`config.mk`:
```
export PLATFORM = sky130hd
export DESIGN_NAME = muldiv_ctrl
export DESIGN_NICKNAME = d
export VERILOG_FILES = /design/src/rtl/muldiv_ctrl.sv
export SDC_FILE = /design/constraint.sdc
export NUM_CORES = 1
export LEC_CHECK = 0
export BUFFER_PORTS_ARGS = -buffer_cell sky130_fd_sc_hd__buf_4
export CELL_PAD_IN_SITES_DETAIL_PLACEMENT = 1
export CELL_PAD_IN_SITES_GLOBAL_PLACEMENT = 1
export CORE_ASPECT_RATIO = 1.4
export CORE_MARGIN = 4
export CORE_UTILIZATION = 33
export DETAILED_ROUTE_END_ITERATION = 10
export GPL_ROUTABILITY_DRIVEN = 0
export PLACE_DENSITY = 0.9
export SYNTH_ARGS = -nofsm -noshare
export SYNTH_HDL_FRONTEND = slang
export SYNTH_SLANG_ARGS = --single-unit
```
`constraint.sdc`:
```
create_clock -name clock -period 2.4 [get_ports clock]
set_clock_uncertainty 0.15 [all_clocks]
set_input_delay 0.48 -clock clock [delete_from_list [all_inputs] [get_ports clock]]
set_output_delay 0.48 -clock clock [all_outputs]
set_load 0.02 [all_outputs]
```
`src/rtl/muldiv_ctrl.sv`:
```
// Sequencer between the control unit and the shared multiplier/divider: launches one
// operation, waits for its done (guarded by a watchdog), then strobes the result into HI/LO.
module muldiv_ctrl #(
  parameter int TIMEOUT = 64,
  parameter int CNT_W   = 7
) (
  input  logic        clock,
  input  logic        reset,
  input  logic        start,
  input  logic        op,
  input  logic        divisor_zero,
  input  logic        mult_done,
  input  logic [31:0] mult_hi,
  input  logic [31:0] mult_lo,
  input  logic        div_done,
  input  logic [31:0] div_hi,
  input  logic [31:0] div_lo,
  output logic        mult_ctrl,
  output logic        div_ctrl,
  output logic        hi_load,
  output logic        lo_load,
  output logic [31:0] hi_in,
  output logic [31:0] lo_in,
  output logic        busy,
  output logic        done,
  output logic        div_zero,
  output logic        timeout
);

  localparam logic [1:0] IDLE  = 2'd0;
  localparam logic [1:0] RUN   = 2'd1;
  localparam logic [1:0] WRITE = 2'd2;
  localparam logic [1:0] FAULT = 2'd3;

  localparam logic [CNT_W-1:0] LAST_CNT = CNT_W'(TIMEOUT - 1);

  logic [1:0]       state;
  logic [CNT_W-1:0] count;
  logic             op_q;
  logic             sel_done;

  // Only the launched unit's done matters; the other unit's flag is ignored.
  assign sel_done = op_q ? div_done : mult_done;

  // NOTE: all state and outputs use non-blocking assignments so every register
  // samples the pre-edge values, giving true registered outputs.
  always_ff @(posedge clock) begin
    if (reset) begin
      state     <= IDLE;
      count     <= '0;
      op_q      <= 1'b0;
      mult_ctrl <= 1'b0;
      div_ctrl  <= 1'b0;
      hi_load   <= 1'b0;
      lo_load   <= 1'b0;
      hi_in     <= '0;
      lo_in     <= '0;
      busy      <= 1'b0;
      done      <= 1'b0;
      div_zero  <= 1'b0;
      timeout   <= 1'b0;
    end else begin
      // NOTE: pulse outputs default low each cycle; a state raises them for exactly one cycle.
      hi_load  <= 1'b0;
      lo_load  <= 1'b0;
      done     <= 1'b0;
      div_zero <= 1'b0;
      timeout  <= 1'b0;

      case (state)
        IDLE: begin
          if (start) begin
            op_q <= op;
            busy <= 1'b1;
            if (op && divisor_zero) begin
              state    <= FAULT;
              done     <= 1'b1;
              div_zero <= 1'b1;
            end else begin
              state     <= RUN;
              mult_ctrl <= ~op;
              div_ctrl  <= op;
              count     <= '0;
            end
          end
        end

        RUN: begin
          // A done arriving on the watchdog's last cycle still counts as success.
          if (sel_done) begin
            hi_in     <= op_q ? div_hi : mult_hi;
            lo_in     <= op_q ? div_lo : mult_lo;
            mult_ctrl <= 1'b0;
            div_ctrl  <= 1'b0;
            hi_load   <= 1'b1;
            lo_load   <= 1'b1;
            done      <= 1'b1;
            state     <= WRITE;
          end else if (count == LAST_CNT) begin
            mult_ctrl <= 1'b0;
            div_ctrl  <= 1'b0;
            done      <= 1'b1;
            timeout   <= 1'b1;
            state     <= FAULT;
          end else begin
            count <= count + 1'b1;
          end
        end

        WRITE, FAULT: begin
          state <= IDLE;
          busy  <= 1'b0;
        end
      endcase
    end
  end

endmodule

```
==> metrics <==
hold path cells=3; Final HPWL DP=9.27 mm; asr flop ratio synth=0%; FF-to-FF path depth=5; worst path bufs/invs=0; Hold Crit Class=input pin to flip-flop; # clock sinks=81; # rows=44; die height=131 microns; Initial Util=34.0%; Startpoint Class=flip-flop; non-filler instance count after layout=709; first-pass GRT wire length=18.4 mm; Syn Nets=512; CP max stage cell=dfxtp_1; top-count cell post-synth=dfxtp_1; Max clock buf depth=2; ys flop type=dfxtp_1; GRT overflow=0; drt pass-1 iters=4; critical path, cell by cell=ha_1, and4_1, a211oi_2, a211o_1, a31oi_1; I/O Pins=207; CTS tree=done; final setup violation count=0; setup_tns=0 ns; synthesized netlist cell count=376; Clock Latency Late Sink=0.33 ns; die area=12600 sq um; Layout Nets=703; number of remaining DRC errors=0; post-route ant nets=0; worst r2r dst=count[2]; Num CTS Buffers=9; Final period util=77.8%; detailed-route wire length=11.8 mm; CTS clock-pin slew for the worst setup and hold paths=0.06 ns; via count=3542; power density over the cells=683 nW/um^2; hold wc startpoint=op; CTS H-tree depth=3; largest area contributor in the netlist=dfxtp_1; vias per cell=5.00; reg2reg setup slack=0.53 ns; Placed Cells incl. Taps=694; crit path DAT=1.97 ns; final-report hold violation count=0; Hold EP=op_q; post-CTS resize count=0; synth unique cells=36; Max VDD drop=0.385 mV; clock root cell=clkbuf_16; Hold-fix buffers, CTS=0; CP top delay family=compound AO/OA/AOI/OAI gates; Seq/Total Area, Yosys=45.3%; port bufs=206; largest net degree at the start of global routing=76; initial DRC count=82; Synth Cell Area=3580 sq um; drt wl/cell=16.6 microns; Worst setup EP type=flip-flop; Slew Limit Headroom=63.0%; top-area cell type share of the netlist area=45.3%; Critical Setup Path Class=flip-flop to flip-flop; outcome=finished clean; area grow syn2layout=55.1%; EDFF count, synth=0; Diodes inserted=0; postcts setup bufs=0; vias in the first global route=3774; delay of the slowest critical-path stage=0.40 ns; GRT Total Usage=18.3%; crit-path max FO=5; Pins Over Slew Limit=0; Max Clock Freq=0.535 GHz; RSZ-0062 raised after global routing=false; CORE AREA=10500 sq um; initial antenna violation count=0; Fill cells=1207; worst-margin pin slew=0.555 ns; Post-synth top cells=dfxtp_1 (81), nor2_1 (68), mux2i_1 (66); worst hold margin=0.269 ns; CP Data Required Time=2.50 ns; crit path time final=1.87 ns; Leak=2.29 nW; maxcap violations=0; share of layout cells above drive strength 1=40.8%; Seq cells post-synth=81; Mapped Avg Cell Area=9.52 sq um; Die Wd=96.0 microns; reg2reg start=count[0]; synthesis warning total=0; Synth area leaders=dfxtp_1 (45%), mux2i_1 (18%), a211oi_1 (13%)
report_power, final:
part / internal [mW] / total, mW / leakage, nW / switching (mW)
logic: 0.376 / 0.752 / 1.47 / 0.376
registers: 1.43 / 1.48 / 0.661 / 0.0513
clock network: 1.04 / 1.56 / 0.163 / 0.517
flip-flops by register name (all words and copies together) (netlist names):
name       cells
lo_load        1
busy           1
hi_in         32
done           1
mult_ctrl      1
count          7
op_q           1
lo_in         32
state          2
div_ctrl       1
div_zero       1
timeout        1
stage by stage:
stage               setup WS (ns)  power, mW  instance area, sq um  utilization, %
floorplan                   0.674       1.90                  3580               -
detailed placement          0.533       2.27                  5210            49.6
global route                0.369       3.95                  5550            52.8
CTS                         0.533       3.84                  5550            52.8
global placement            0.609       2.24                  5210            49.6
finish                      0.533       3.79                  5550            52.8
logic make-up after synthesis:
family	after synthesis	synth area share [%]
compound gates	91	18.3
buf+inv	35	4.89
flops	81	45.3
mux	67	18.8
fa+ha+maj	1	0.350
simple gates	101	12.4
cells in the final DEF (no fill, tap or decap), drive strengths merged:
master	instances
nor4	1
and3	1
and2	1
a41oi	1
mux2i	66
or3b	2
nand2	10
o21a	1
dfxtp	81
nor3b	2
ha	1
a21oi	10
a211oi	66
mux2	1
nor2	69
nand2b	4
a211o	1
nand3	3
o21ai	5
o31ai	3
buf	212
clkbuf	12
nor2b	2
a31oi	4
bufinv	3
and4	1
or2	1
inv	3
nor3	3
nand4	1
cell type report:
type	instances	area [sq um]	share of cell area (%)
Multi-Input combinational cell	260	1790	32.2
Sequential cell	81	1630	29.3
Timing Repair Buffer	212	1620	29.1
Clock buffer	12	246	4.44
Tap cell	138	173	3.11
Clock inverter	3	90.1	1.62
Inverter	3	11.3	0.203
worst max-delay path by stage:
stage	startpoint	endpoint	slack (ns)	depth (start not counted)
floorplan	reset	count[3]	0.67	5
CTS	count[0]	count[2]	0.53	5
global placement	reset	count[3]	0.61	5
detailed placement	div_done	lo_in[9]	0.53	6
global route	count[0]	count[3]	0.37	5
finish	count[0]	count[2]	0.53	5
worst register-to-register path, delay by kind of cell (launching register included):
kind	cells	cell delay [ns]
and+or+nand+nor	1	0.33
adders and majority gates	1	0.23
AOI/OAI and AO/OA	3	0.69
DFF	1	0.40
per-layer routing:
layer	wire length, microns	GRT usage [%]	vias to the layer above	share of wire (%)
met1	4160	18.6	1638	35
li1	-	-	1758	-
met3	898	4.29	13	7.6
met4	238	7.12	0	2.0
met5	0	0	-	0
met2	6470	34.5	133	55
Note: power is estimated with default switching activity, not from simulation.
